`src/rtl/lsram_access_controller_pkg.sv`:
```
// rtl/lsram_access_controller_pkg.sv - LSRAM geometry helpers and controller types; LSRAM_PIPE_REG_EN selects read latency
package LSRAM_package;

  typedef enum logic [2:0] {
    RAM16Kx1,
    RAM8Kx2,
    RAM4Kx4,
    RAM2Kx9,
    RAM1Kx18,
    RAM512x36
  } mode_type;

  typedef enum logic {
    INIT,
    RUN
  } ctrl_state_t;

`ifdef LSRAM_PIPE_REG_EN
  localparam int RD_LATENCY = 3;
`else
  localparam int RD_LATENCY = 2;
`endif

  function automatic int data_width_fn(mode_type mode);
    case (mode)
      RAM16Kx1:  return 1;
      RAM8Kx2:   return 2;
      RAM4Kx4:   return 4;
      RAM2Kx9:   return 9;
      RAM1Kx18:  return 18;
      RAM512x36: return 36;
      default:   return 18;
    endcase
  endfunction

  function automatic int addr_depth_fn(mode_type mode);
    case (mode)
      RAM16Kx1:  return 16384;
      RAM8Kx2:   return 8192;
      RAM4Kx4:   return 4096;
      RAM2Kx9:   return 2048;
      RAM1Kx18:  return 1024;
      RAM512x36: return 512;
      default:   return 1024;
    endcase
  endfunction

  function automatic int lsram_addr_width_fn(mode_type mode);
    return $clog2(addr_depth_fn(mode));
  endfunction

endpackage

```
`src/rtl/lsram_access_controller_if.sv`:
```
// rtl/lsram_access_controller_if.sv - request/response channels and LSRAM port signals of the controller
interface lsram_access_controller_if #(
  parameter int DATA_WIDTH = 18,
  parameter int ADDR_WIDTH = 10
);
  logic                  wr_valid;
  logic                  wr_ready;
  logic [ADDR_WIDTH-1:0] wr_addr;
  logic [DATA_WIDTH-1:0] wr_data;
  logic                  rd_valid;
  logic                  rd_ready;
  logic [ADDR_WIDTH-1:0] rd_addr;
  logic                  rsp_valid;
  logic                  rsp_ready;
  logic [DATA_WIDTH-1:0] rsp_data;
  logic                  awe;
  logic [ADDR_WIDTH-1:0] aaddr;
  logic [DATA_WIDTH-1:0] adin;
  logic [ADDR_WIDTH-1:0] baddr;
  logic [DATA_WIDTH-1:0] bdout;

  // master: requester plus the LSRAM itself; slave: the controller
  modport master (
    output wr_valid, wr_addr, wr_data, rd_valid, rd_addr, rsp_ready, bdout,
    input  wr_ready, rd_ready, rsp_valid, rsp_data, awe, aaddr, adin, baddr
  );

  modport slave (
    input  wr_valid, wr_addr, wr_data, rd_valid, rd_addr, rsp_ready, bdout,
    output wr_ready, rd_ready, rsp_valid, rsp_data, awe, aaddr, adin, baddr
  );
endinterface

```
`src/rtl/lsram_access_controller_rsp_fifo.sv`:
```
// rtl/lsram_access_controller_rsp_fifo.sv - synchronous in-order response FIFO with head-of-queue output
module lsram_rsp_fifo #(
  parameter int DATA_WIDTH = 18,
  parameter int DEPTH      = 4
) (
  input  logic                  aclk,
  input  logic                  rst,
  input  logic                  push,
  input  logic                  pop,
  input  logic [DATA_WIDTH-1:0] din,
  output logic [DATA_WIDTH-1:0] dout,
  output logic                  empty,
  output logic                  full
);
  localparam int PW = $clog2(DEPTH);

  logic [DATA_WIDTH-1:0] r_mem [DEPTH];
  logic [PW:0]           r_wptr;
  logic [PW:0]           r_rptr;

  // extra pointer bit distinguishes full from empty
  assign empty = (r_wptr == r_rptr);
  assign full  = (r_wptr[PW] != r_rptr[PW]) && (r_wptr[PW-1:0] == r_rptr[PW-1:0]);
  assign dout  = r_mem[r_rptr[PW-1:0]];

  always_ff @(posedge aclk) begin
    if (rst) begin
      r_wptr <= '0;
      r_rptr <= '0;
    end else begin
      if (push && !full) begin
        r_wptr <= r_wptr + 1'b1;
      end
      if (pop && !empty) begin
        r_rptr <= r_rptr + 1'b1;
      end
    end
  end

  always_ff @(posedge aclk) begin
    if (push && !full) begin
      r_mem[r_wptr[PW-1:0]] <= din;
    end
  end
endmodule

```
`src/rtl/lsram_access_controller.sv`:
```
// rtl/lsram_access_controller.sv - LSRAM port A write / port B read initiator with init, collision stall and credit flow control
// LSRAM_PIPE_REG_EN: attached LSRAM has its read pipeline register enabled (read latency 3)
module lsram_access_controller
  import LSRAM_package::*;
#(
  parameter mode_type              MODE       = RAM1Kx18,
  parameter int                    DATA_WIDTH = data_width_fn(MODE),
  parameter int                    ADDR_WIDTH = lsram_addr_width_fn(MODE),
  parameter int                    RSP_DEPTH  = 4,
  parameter logic [DATA_WIDTH-1:0] INIT_VALUE = '0
) (
  input  logic                     aclk,
  input  logic                     rst,
  output logic                     init_done,
  lsram_access_controller_if.slave bus
);
  localparam int CW = $clog2(RSP_DEPTH) + 1;

  ctrl_state_t           r_state, w_state_nxt;
  logic [ADDR_WIDTH-1:0] r_cnt, w_cnt_nxt;
  logic                  r_awe, w_awe_nxt;
  logic [ADDR_WIDTH-1:0] r_aaddr, w_aaddr_nxt;
  logic [DATA_WIDTH-1:0] r_adin, w_adin_nxt;
  logic [ADDR_WIDTH-1:0] r_baddr;
  logic [CW-1:0]         r_credit;
  logic [RD_LATENCY-1:0] r_vpipe;

  logic w_run, w_collision, w_wr_hs, w_rd_hs, w_rsp_hs;
  logic w_fifo_empty, w_fifo_full;

  assign w_run       = (r_state == RUN);
  assign w_collision = bus.wr_valid && bus.rd_valid && (bus.wr_addr == bus.rd_addr);

  // the fifo-full term is implied by the credit limit and only guards against misuse
  assign bus.wr_ready = w_run;
  assign bus.rd_ready = w_run && (r_credit < CW'(RSP_DEPTH)) && !w_collision && !w_fifo_full;

  assign w_wr_hs  = bus.wr_valid && bus.wr_ready;
  assign w_rd_hs  = bus.rd_valid && bus.rd_ready;
  assign w_rsp_hs = !w_fifo_empty && bus.rsp_ready;

  assign init_done     = w_run;
  assign bus.awe       = r_awe;
  assign bus.aaddr     = r_aaddr;
  assign bus.adin      = r_adin;
  assign bus.baddr     = r_baddr;
  assign bus.rsp_valid = !w_fifo_empty;

  always_comb begin
    w_state_nxt = r_state;
    w_cnt_nxt   = r_cnt;
    w_awe_nxt   = 1'b0;
    w_aaddr_nxt = r_aaddr;
    w_adin_nxt  = r_adin;
    case (r_state)
      INIT: begin
        w_awe_nxt   = 1'b1;
        w_aaddr_nxt = r_cnt;
        w_adin_nxt  = INIT_VALUE;
        w_cnt_nxt   = r_cnt + 1'b1;
        if (&r_cnt) begin
          w_state_nxt = RUN;
        end
      end
      RUN: begin
        if (w_wr_hs) begin
          w_awe_nxt   = 1'b1;
          w_aaddr_nxt = bus.wr_addr;
          w_adin_nxt  = bus.wr_data;
        end
      end
      default: w_state_nxt = INIT;
    endcase
  end

  always_ff @(posedge aclk) begin
    if (rst) begin
      r_state <= INIT;
      r_cnt   <= '0;
      r_awe   <= 1'b0;
      r_aaddr <= '0;
      r_adin  <= '0;
    end else begin
      r_state <= w_state_nxt;
      r_cnt   <= w_cnt_nxt;
      r_awe   <= w_awe_nxt;
      r_aaddr <= w_aaddr_nxt;
      r_adin  <= w_adin_nxt;
    end
  end

  // one valid bit per LSRAM read stage; the last stage marks bdout as capturable
  always_ff @(posedge aclk) begin
    if (rst) begin
      r_baddr  <= '0;
      r_vpipe  <= '0;
      r_credit <= '0;
    end else begin
      if (w_rd_hs) begin
        r_baddr <= bus.rd_addr;
      end
      r_vpipe <= {r_vpipe[RD_LATENCY-2:0], w_rd_hs};
      case ({w_rd_hs, w_rsp_hs})
        2'b10:   r_credit <= r_credit + 1'b1;
        2'b01:   r_credit <= r_credit - 1'b1;
        default: r_credit <= r_credit;
      endcase
    end
  end

  lsram_rsp_fifo #(
    .DATA_WIDTH(DATA_WIDTH),
    .DEPTH     (RSP_DEPTH)
  ) u_rsp_fifo (
    .aclk (aclk),
    .rst  (rst),
    .push (r_vpipe[RD_LATENCY-1]),
    .pop  (w_rsp_hs),
    .din  (bus.bdout),
    .dout (bus.rsp_data),
    .empty(w_fifo_empty),
    .full (w_fifo_full)
  );
endmodule

```
`src/flat_wrapper.sv`:
```
// flat-port wrapper written by rule: the top's interface ports become plain ports
module lsram_access_controller_flat import LSRAM_package::*;
#(
  parameter mode_type              MODE       = RAM1Kx18,
  parameter int                    DATA_WIDTH = data_width_fn(MODE),
  parameter int                    ADDR_WIDTH = lsram_addr_width_fn(MODE),
  parameter int                    RSP_DEPTH  = 4,
  parameter logic [DATA_WIDTH-1:0] INIT_VALUE = '0
)
  (aclk, rst, init_done, bus_wr_valid, bus_wr_addr, bus_wr_data, bus_rd_valid, bus_rd_addr, bus_rsp_ready, bus_bdout, bus_wr_ready, bus_rd_ready, bus_rsp_valid, bus_rsp_data, bus_awe, bus_aaddr, bus_adin, bus_baddr);
  lsram_access_controller_if #(.DATA_WIDTH(DATA_WIDTH), .ADDR_WIDTH(ADDR_WIDTH)) bus_i ();
  input  logic aclk;
  input  logic rst;
  output logic init_done;
  input wire logic [$bits(bus_i.wr_valid)-1:0] bus_wr_valid;
  input wire logic [$bits(bus_i.wr_addr)-1:0] bus_wr_addr;
  input wire logic [$bits(bus_i.wr_data)-1:0] bus_wr_data;
  input wire logic [$bits(bus_i.rd_valid)-1:0] bus_rd_valid;
  input wire logic [$bits(bus_i.rd_addr)-1:0] bus_rd_addr;
  input wire logic [$bits(bus_i.rsp_ready)-1:0] bus_rsp_ready;
  input wire logic [$bits(bus_i.bdout)-1:0] bus_bdout;
  output wire logic [$bits(bus_i.wr_ready)-1:0] bus_wr_ready;
  output wire logic [$bits(bus_i.rd_ready)-1:0] bus_rd_ready;
  output wire logic [$bits(bus_i.rsp_valid)-1:0] bus_rsp_valid;
  output wire logic [$bits(bus_i.rsp_data)-1:0] bus_rsp_data;
  output wire logic [$bits(bus_i.awe)-1:0] bus_awe;
  output wire logic [$bits(bus_i.aaddr)-1:0] bus_aaddr;
  output wire logic [$bits(bus_i.adin)-1:0] bus_adin;
  output wire logic [$bits(bus_i.baddr)-1:0] bus_baddr;
  assign bus_i.wr_valid = bus_wr_valid;
  assign bus_i.wr_addr = bus_wr_addr;
  assign bus_i.wr_data = bus_wr_data;
  assign bus_i.rd_valid = bus_rd_valid;
  assign bus_i.rd_addr = bus_rd_addr;
  assign bus_i.rsp_ready = bus_rsp_ready;
  assign bus_i.bdout = bus_bdout;
  assign bus_wr_ready = bus_i.wr_ready;
  assign bus_rd_ready = bus_i.rd_ready;
  assign bus_rsp_valid = bus_i.rsp_valid;
  assign bus_rsp_data = bus_i.rsp_data;
  assign bus_awe = bus_i.awe;
  assign bus_aaddr = bus_i.aaddr;
  assign bus_adin = bus_i.adin;
  assign bus_baddr = bus_i.baddr;
  lsram_access_controller #(.MODE(MODE), .DATA_WIDTH(DATA_WIDTH), .ADDR_WIDTH(ADDR_WIDTH), .RSP_DEPTH(RSP_DEPTH), .INIT_VALUE(INIT_VALUE)) u_core (.aclk(aclk), .rst(rst), .init_done(init_done), .bus(bus_i));
endmodule
```
`config.mk`:
```
export PLATFORM = sky130hd
export DESIGN_NAME = lsram_access_controller_flat
export DESIGN_NICKNAME = d
export VERILOG_FILES = /design/src/rtl/lsram_access_controller_pkg.sv /design/src/rtl/lsram_access_controller_if.sv /design/src/rtl/lsram_access_controller_rsp_fifo.sv /design/src/rtl/lsram_access_controller.sv /design/src/flat_wrapper.sv
export SDC_FILE = /design/constraint.sdc
export NUM_CORES = 1
export LEC_CHECK = 0
export ABC_AREA = 1
export ABC_CLOCK_PERIOD_IN_PS = 2600
export CAP_MARGIN = 20
export CORE_MARGIN = 2
export CORE_UTILIZATION = 47
export CTS_BUF_LIST = sky130_fd_sc_hd__clkbuf_2
export CTS_CLUSTER_DIAMETER = 50
export DETAILED_ROUTE_END_ITERATION = 7
export GPL_ROUTABILITY_DRIVEN = 0
export PLACE_DENSITY = 0.85
export SYNTH_ARGS = -nofsm -noshare
export SYNTH_HDL_FRONTEND = slang
export SYNTH_HIERARCHICAL = 1
export SYNTH_SLANG_ARGS = --single-unit
```
`constraint.sdc`:
```
create_clock -name aclk -period 2.6 [get_ports aclk]
set_clock_uncertainty 0.15 [all_clocks]
set_input_delay 0.52 -clock aclk [delete_from_list [all_inputs] [get_ports aclk]]
set_output_delay 0.52 -clock aclk [all_outputs]
set_load 0.03 [all_outputs]
```
# == After elaboration in Yosys (flattened, before gate mapping) ==
# Memory sizes are Yosys's and may differ from the RTL's. A register that Yosys moved wholly into a read port is not among the register bits.
# Index checks and enable logic that the tools add are counted.
# word_totals
memories,1
latchBits,0
romBits,0
wordCells,54
mem_bits_rw,72
reg_bits,61
# op_classes
bitwise,1
shift,0
eq_ne,7
n_lt_le_gt_ge,1
n_mul,0
n_div,0
addsub,5
muxes,13
reduce_logical,16
# memory_table
memory,depth,width,rd,rd_ports_with_merged_regs,write_ports,line_no,source
u_core.u_rsp_fifo.r_mem,4,18,1,1,1,lsram_access_controller_rsp_fifo.sv:17,logic [DATA_WIDTH-1:0] r_mem [DEPTH];
# ops
cell,n
$pmux 18 s2,1
$pmux 10 s2,1
$mux 18,1
$logic_and 1x1->1,11
$add 10x1->10 const B,1
$eq 10x10->1,1
$mux 10,1
$reduce_and 10->1,1
$add 3x1->3 const B,3
$pmux 3 s2,1
$mux 1,5
$mux 2,2
$eq 3x3->1,1
$logic_not 1->1,3
$lt 3x3->1 const B,1
$sub 3x1->3 const B,1
$eq 2x1->1 const B,1
$eq 2x2->1,1
$eq 2x2->1 const B,1
$ne 2x2->1 const B,1
$pmux 1 s2,1
$reduce_bool 2->1,1
$ne 1x1->1,1
$not 1->1,1

# == Logic depth before layout (Yosys ltp) ==
# Gate-level depths: netlist of the first run.
# depth
word_depth,8
depth_mapped,16

# == By module ==
# The synthesis of the first run kept the hierarchy.
# modules_own_cells
module,area_each_um2,n_inst,cells_per_inst
lsram_rsp_fifo,3168.0,1,250
lsram_access_controller,2487.4,1,363

# == Least setup slack after synthesis of the first run ==
# Ideal clock, no wire load.
# synth_path
kind,reg2out
from,register u_core.u_rsp_fifo.r_wptr[0]
to,output port bus_rd_ready
n_path_buf,1
t_required_ns,1.930
arrival_time_ns,2.073
path_stages_with_launch,9
path_slack_ns,-0.143
path_cell_list,dfxtp_1 inv_1 nand2_1 nand2_2 nand3_4 inv_1 nor3_1 clkbuf_1 a21boi_0
# synth_via
elab_chain_cells,4
# synth_rtl
item,line_no,source
"start, declared",lsram_access_controller_rsp_fifo.sv:18,logic [PW:0] r_wptr;
"start signal, assigned",lsram_access_controller_rsp_fifo.sv:32,r_wptr <= r_wptr + 1'b1;
$eq 2x2->1,lsram_access_controller_rsp_fifo.sv:23,assign full = (r_wptr[PW] != r_rptr[PW]) && (r_wptr[PW-1:0] == r_rptr[PW-1:0]);
$logic_and 1x1->1,lsram_access_controller_rsp_fifo.sv:23,
net u_core.w_fifo_full,lsram_access_controller.sv:29,"logic w_fifo_empty, w_fifo_full;"
$logic_not 1->1,lsram_access_controller.sv:36,assign bus.rd_ready = w_run && (r_credit < CW'(RSP_DEPTH)) && !w_collision && !w_fifo_full;
$logic_and 1x1->1,lsram_access_controller.sv:36,
"end, declared",flat_wrapper.sv:23,output wire logic [$bits(bus_i.rd_ready)-1:0] bus_rd_ready;
# The timed path passes the listed nets, and every way through them passes these cells.

# == Worst setup path after layout of the first run ==
# layout_path
from,register u_core.u_rsp_fifo.r_wptr[1]
to,output port bus_rd_ready
# Same word-level chain as after synthesis.

==> results.ini, run 1 <==
[power_and_ir_drop]
vdd_drop_max_mv=0.282
cellLeakagePower_nw=3.13
p_per_area_nw_per_um2=497
power_mw=3.83

[synthesis]
ys_async_sr_fraction=0
synth_area_leaders=edfxtp_1 (38%), dfxtp_1 (22%), nand2_1 (7.1%), nor2_1 (5.3%), inv_1 (4.8%)
synth.net_count=682
synth.avg_cell_area_sq_um=9.23
syn_area_sq_um=5660
synthDominantCellAreaShare=0.382
synth_enable_flop_cells=72
synth_top_cell_by_area=edfxtp_1
yosys_warnings=6
ys_seq_elements=135
ys_seq_area_frac=0.605
synth_cell_types=35
ys.flop_type=edfxtp_1
syn_inst=613

[sta]
max_clock_freq_ghz=0.377
finalSetupViolCount=1
min_period_ns=2.65
hold_violations=0
whs_ns=0.253
worst_pin_slew_ns=0.581
slew_headroom=0.611
slew_violations=0
fin_ws_ns=-0.0531
rsz0062_at_grt=yes
period_share=1.02

[floorplan]
rows=40
ios=122
die_x_um=114
dieArea_sq_um=12900
die_h_um=114
initial_core_util=0.477
core-area_sq_um=11900

[layout]
fin_nets=852
final_layout_size_suffix_gt1_frac=0.167
area_delta_synth_final_pct=36.2
final_area_sq_um=7700
diodes=0

[hold_path]
hp-class=primary input to flop

[place]
dpl_cell_area_sq_um=7250
io_buffers=121
post-dp-hpwl_mm=9.66
place_ws_ns=-0.468

[grt]
grt_util_all_layers=0.220
gr-total-overflow=0
grt_pass1_vias=4701
grt_max_degree=29
grt_pass1_wl_mm=22.0
antenna_found_initial=0

[worst_setup_path]
end_kind=output port
crit_path_top_delay_cell=dfxtp_4
worstPathMaxFanout=3
crit_path_start_kind=flop
cp.arrival_ns=1.98
crit_top_cell=inv_2
required_ns=1.93
max_stage_delay_ns=0.39
path_cells=inv_2 > nand2_1 > nand2_2 > nand3_4 > inv_2 > nor3_4 > buf_4 > a21boi_2 > buf_6
reg2reg_slack_ns=0.17
worstSetupPathType=flop to output port

[cts]
clk_path_buf_depth=2
cts_sinks=135
cts_buffers=17
clkTransAtPathRegs_ns=0.19
htree_levels=4
cts-root-buf=clkbuf_2
cts_tree=yes
clk_latency_ns=0.68

[status]
failed_checks=setup timing
outcome=finished with violations

[route]
antenna_left=0
wl_mm=14.5
vias_per_cell=5.28
post-route-drc-count=0
first_iter_violations=485
num_vias=4980
wl_per_cell_um=15.3
first_pass_iters=7

[flow_run]
drv_cap=0

-- cells in the final DEF, fill, tap and decap left out, types with 5 or more instances in the layout --
| cell type | instances |
|---|---|
| a21oi_1 | 27 |
| buf_2 | 10 |
| buf_4 | 56 |
| buf_6 | 5 |
| clkbuf_2 | 20 |
| clkdlybuf4s50_1 | 99 |
| clkinv_1 | 8 |
| dfxtp_1 | 55 |
| edfxtp_1 | 72 |
| ha_1 | 7 |
| inv_1 | 70 |
| nand2_1 | 105 |
| nand3_1 | 41 |
| nand4_1 | 11 |
| nor2_1 | 79 |
| o21ai_0 | 46 |
| o21ai_1 | 9 |
| o22ai_1 | 18 |
-- flip-flops by register name, summed over array words and instances, names as in the netlist, named ones only --
signal,flops
u_core/bus.baddr,10
u_core/bus.awe,1
u_core/r_vpipe,2
u_core/r_cnt,10
u_core/u_rsp_fifo/r_rptr,3
u_core/bus.wr_ready,1
u_core/r_credit,3
u_core/u_rsp_fifo/r_wptr,3
u_core/bus.aaddr,10
u_core/u_rsp_fifo/r_mem,72
u_core/bus.adin,18
-- critical path: cells and delay by family, from the launching register on --
family,cells,cell delay (ns)
AND/OR/NAND/NOR,4,0.39
flip-flops,1,0.39
buffers and inverters,4,0.38
AO/OA/AOI/OAI,1,0.16
-- power by group --
part | internal, mW | switching, mW | total [mW]
sequential | 2.24 | 0.00710 | 2.25
combinational | 0.123 | 0.104 | 0.227
clock | 0.630 | 0.722 | 1.35
-- per-layer routing --
layer / vias to the layer above / part of all wire / track usage
li1: 2386 / - / -
met1: 2317 / 0.39 / 0.257
met2: 240 / 0.50 / 0.375
met3: 37 / 0.085 / 0.0670
met4: 0 / 0.024 / 0.0959
met5: - / 0 / 0
-- what timing repair did --
action                                 CTS  global route
setup endpoints to repair               20            19
endpoints found under the hold margin    0             0
gates resized for setup                117            34
hold buffers                             0             0
setup buffers                           13             2
pin swaps                                4             4
gates cloned                             0             2
-- through the flow --
stage | TNS, ns | instances | util
6_report | -0.0531 | 943 | 0.649
5_1_grt | -0.289 | 943 | 0.649
4_1_cts | -0.102 | 939 | 0.639
3_5_place_dp | -0.732 | 894 | 0.611
3_3_place_gp | -0.489 | 894 | 0.611
2_1_floorplan | 0 | 613 | -
-- synth_stat cells (2+ instances only) --
library cell  number
xor2_1             2
ha_1               7
buf_4              4
edfxtp_1          72
o22ai_1           19
clkbuf_1           9
clkbuf_2           2
nand2_1          107
nor2_1            80
nand3_1           41
o21ai_0           53
dfxtp_1           63
inv_1             73
buf_2             10
o21ai_1            2
nand4_1           11
nand2_2            2
o211ai_1           2
nand3_4            2
clkinv_1           5
a21oi_1           27
nor3_1             5
inv_2              3
-- area by class of cell --
cell class	instances	area, sq um
sequential	135	3440
inverter	81	314
tap	147	184
timing repair buffer	179	1690
clock inverter	12	160
multi-input combinational	369	1810
clock buffer	20	100
fill	897	4160
-- logic make-up (layout without fill, tap and decap cells) --
| logic type | after synthesis | after routing | synth area share |
|---|---|---|---|
| AOI/OAI and AO/OA | 107 | 107 | 0.102 |
| xor gates and xnor gates | 3 | 3 | 0.00465 |
| adders and majority gates | 8 | 8 | 0.0190 |
| buffers and inverters | 109 | 292 | 0.0796 |
| DFF | 135 | 135 | 0.605 |
| and+or+nand+nor | 251 | 251 | 0.189 |
-- worst paths after layout --
kind	to	startpoint	depth (start not counted)
max	bus_rd_ready	u_core/u_rsp_fifo/r_wptr[1]	9
min	u_core/bus.adin[3]	bus_wr_data[3]	3
max reg2reg	u_core/r_credit[2]	u_core/u_rsp_fifo/r_wptr[1]	15
min reg2reg	u_core/r_vpipe[1]	u_core/r_vpipe[0]	2
Note: power is estimated with default switching activity, not from simulation.
==> run 2, diff against run 1 <==
Settings changed: MAX_ROUTING_LAYER set to met4.
==> results.ini, run 2 (synthesis gave the netlist of run 1 again) <==
[cts]
cts_buffers=17
clk_path_buf_depth=2
clkTransAtPathRegs_ns=0.19
clk_latency_ns=0.69
cts-root-buf=clkbuf_2
cts_hold_buf=0
cts_tree=yes
htree_levels=4
cts_sinks=135

[sta]
whs_ns=0.240
rsz0062_at_grt=yes
finalSetupViolCount=1
worst_pin_slew_ns=0.580
period_share=1.03
slew_headroom=0.612
fin_ws_ns=-0.0727
slew_violations=0
min_period_ns=2.67
hold_violations=0
setup_tns_ns=-0.0727
max_clock_freq_ghz=0.374

[worst_setup_path]
worstPathMaxFanout=3
cp.arrival_ns=2.00
reg2reg_depth=15
crit_path_start_kind=flop
worstSetupPathType=flop to output port
required_ns=1.93
end_kind=output port

[power_and_ir_drop]
p_per_area_nw_per_um2=498
power_mw=3.84
cellLeakagePower_nw=3.13
vdd_drop_max_mv=0.282

[place]
io_buffers=121
post-dp-hpwl_mm=9.66
place_ws_ns=-0.468
dpl_cell_area_sq_um=7250
place_inst=894

[route]
num_vias=4995
wl_per_cell_um=15.4
antenna_left=0
first_iter_violations=493
first_pass_iters=6
wl_mm=14.6
post-route-drc-count=0
vias_per_cell=5.29

[grt]
grt_max_degree=29
antenna_found_initial=0
gr-total-overflow=0
use_met3=0.0600
grt_pass1_wl_mm=22.0
grtUsageMet1=0.261
busiest_layer=met2
gr-usage-met2=0.375
grt_util_all_layers=0.226
grt_pass1_vias=4691

[flow_run]
drv_cap=0

[layout]
fin_nets=853
final_layout_size_suffix_gt1_frac=0.168
final_area_sq_um=7710
final_cell_mix=nand2_1 (105), clkdlybuf4s50_1 (99), nor2_1 (79)
post-route-util=0.650
fin_cells=944
largest_reg_flops=72
final_common_cell=nand2_1
diodes=0
area_delta_synth_final_pct=36.3

[floorplan]
ios=122
dieArea_sq_um=12900
rows=40
core-area_sq_um=11900
die_h_um=114
initial_core_util=0.477
die_x_um=114

[status]
failed_checks=setup timing
outcome=finished with violations

[hold_path]
hold_depth=3
hp-class=primary input to flop

## run 2: where the power goes
part	leakage, nW	internal (mW)	switching [mW]
sequential	1.16	2.24	0.00704
combinational	1.81	0.123	0.104
clock	0.164	0.630	0.729
## run 2: worst paths after layout
path | start | to | slack [ns]
max reg2reg | u_core/u_rsp_fifo/r_wptr[1] | u_core/r_credit[2] | 0.16
min | bus_wr_data[3] | u_core/bus.adin[3] | 0.24
min reg2reg | u_core/r_vpipe[0] | u_core/r_vpipe[1] | 0.29
max | u_core/u_rsp_fifo/r_wptr[1] | bus_rd_ready | -0.07
## run 2: area by class of cell
class	count	area [sq um]
Timing Repair Buffer	180	1700
Fill cell	896	4150
Inverter	81	314
Clock inverter	12	160
Clock buffer	20	100
Multi-Input combinational cell	369	1810
Tap cell	147	184
Sequential cell	135	3440
## run 2: worst max-delay path, stage by stage (launching register included)
cell	delay (ns)
dfxtp_4	0.39
inv_2	0.05
nand2_1	0.07
nand2_2	0.10
nand3_4	0.08
inv_2	0.04
nor3_4	0.14
buf_4	0.14
a21boi_2	0.16
buf_6	0.15
## run 2: timing repair
item / CTS / global route
gates resized for setup: 117 / 34
cloned: 0 / 2
setup endpoints to repair: 20 / 19
pin swaps: 4 / 4
buffers inserted: 13 / 3
## run 2: metal layers
metal	part of all wire	wire (um)	vias up
met1	0.40	5840	2336
met2	0.50	7230	234
met5	0	0	-
met3	0.077	1120	34
met4	0.025	358	0
li1	-	-	2391
==> run 3, diff against run 2 <==
Settings changed: ABC_CLOCK_PERIOD_IN_PS 2600 to not set, CORE_MARGIN 2 to 5.
==> results.ini, run 3 (synthesis gave the netlist of run 1 again) <==
[status]
outcome=finished with violations
failed_checks=setup timing

[worst_setup_path]
end_kind=output port
crit_path_top_delay_cell=dfxtp_4
crit_buf_inv=4
cp.depth=9
crit_family=flip-flops
crit_path_start_kind=flop
path_cells=inv_4 > nand2_2 > nand2_2 > nand3_4 > inv_2 > nor3_4 > buf_6 > a21boi_4 > buf_6
startpoint=u_core/u_rsp_fifo/r_wptr[0]
r2r-end=u_core/r_credit[2]
max_stage_delay_ns=0.43
reg2reg_slack_ns=0.24
worstPathMaxFanout=4
required_ns=1.93
worstSetupPathType=flop to output port
r2r_start=u_core/u_rsp_fifo/r_wptr[0]
cp.arrival_ns=2.04
crit_end=bus_rd_ready
reg2reg_depth=15

[floorplan]
core-area_sq_um=11900
dieArea_sq_um=14300
initial_core_util=0.475
ios=122
rows=40
die_x_um=120
die_h_um=120

[route]
vias_per_cell=5.27
post-route-drc-count=0
first_iter_violations=394
num_vias=4993
wl_per_cell_um=16.2
wl_mm=15.3
antenna_left=0
first_pass_iters=5

[layout]
area_delta_synth_final_pct=36.6
largest_reg_flops=72
final_cell_mix=nand2_1 (105), clkdlybuf4s50_1 (99), nor2_1 (79)
diodes=0
seq_area_sq_um=3440
final_layout_size_suffix_gt1_frac=0.186
final_common_cell=nand2_1
fillers=951
fin_nets=856
multi_input_area_sq_um=1870
post-route-util=0.649

[cts]
cts_hold_buf=0
clk_latency_ns=0.69
cts_tree=yes
cts_buffers=17
cts_sinks=135
cts-root-buf=clkbuf_2
clk_path_buf_depth=2
clkTransAtPathRegs_ns=0.21
htree_levels=4

[sta]
min_period_ns=2.71
slew_headroom=0.644
fin_ws_ns=-0.115
worst_pin_slew_ns=0.532
rsz0062_at_grt=yes
whs_ns=0.210
max_clock_freq_ghz=0.368
period_share=1.04
hold_violations=0
finalSetupViolCount=2
slew_violations=0

[power_and_ir_drop]
p_per_area_nw_per_um2=450
cellLeakagePower_nw=3.08
vdd_drop_max_mv=0.273
power_mw=3.48

[grt]
grt_util_all_layers=0.209
grt_pass1_wl_mm=23.0
grt_pass1_vias=4885
gr-total-overflow=0
grt_max_degree=37
antenna_found_initial=0

[place]
post-dp-hpwl_mm=10.1
io_buffers=121

[flow_run]
drv_cap=0

[hold_path]
hp-class=primary input to flop
hold_depth=3

## run 3: per-layer routing
metal | vias to the layer above | global-route usage | routed length (um)
met2 | 216 | 0.351 | 7740
met1 | 2346 | 0.239 | 6100
met3 | 39 | 0.0608 | 1130
li1 | 2392 | - | -
met4 | 0 | 0.0744 | 357
met5 | - | - | 0
## run 3: area by class of cell
type	instances	share of cell area
Timing Repair Buffer	183	0.224
Multi-Input combinational cell	369	0.242
Tap cell	147	0.0238
Clock inverter	12	0.0104
Inverter	81	0.0407
Sequential cell	135	0.446
Clock buffer	20	0.0130
## run 3: through the flow
| step | setup slack (ns) | cell area [sq um] | instances | setup TNS [ns] |
|---|---|---|---|---|
| final | -0.115 | 7720 | 947 | -0.148 |
| after global routing | -0.276 | 7720 | 947 | -0.670 |
| after CTS | -0.178 | 7510 | 940 | -0.187 |
| after detailed placement | -0.394 | 7280 | 899 | -0.603 |
| after global placement | -0.320 | 7280 | 899 | -0.497 |
| after floorplan | 0.0687 | 5660 | 613 | 0 |
## run 3: worst min-delay path by stage
stage | from | to | slack, ns
detailed placement | u_core/r_vpipe[0] | u_core/r_vpipe[1] | 0.26
global route | bus_wr_data[4] | u_core/bus.adin[4] | 0.15
floorplan | u_core/r_vpipe[0] | u_core/r_vpipe[1] | 0.24
finish | bus_wr_data[1] | u_core/bus.adin[1] | 0.21
CTS | bus_wr_data[1] | u_core/bus.adin[1] | 0.12
global placement | u_core/r_vpipe[0] | u_core/r_vpipe[1] | 0.26
## run 3: power by group
| part | switching (mW) | total [mW] | internal (mW) |
|---|---|---|---|
| combinational | 0.105 | 0.231 | 0.127 |
| sequential | 0.00671 | 2.25 | 2.24 |
| clock | 0.743 | 0.994 | 0.251 |
## run 3: repair_timing
| action | CTS | global route |
|---|---|---|
| buffers inserted | 9 | 4 |
| pin swaps | 5 | 6 |
| setup endpoints to repair | 22 | 12 |
| cloned | 0 | 3 |
| gates resized for setup | 121 | 48 |
| hold endpoints to repair | 0 | 0 |
## run 3: tightest hold or removal path, delay by kind of cell
| family | cells | cell delay, ns |
|---|---|---|
| buffers and inverters | 1 | 0.40 |
| and+or+nand+nor | 2 | 0.12 |
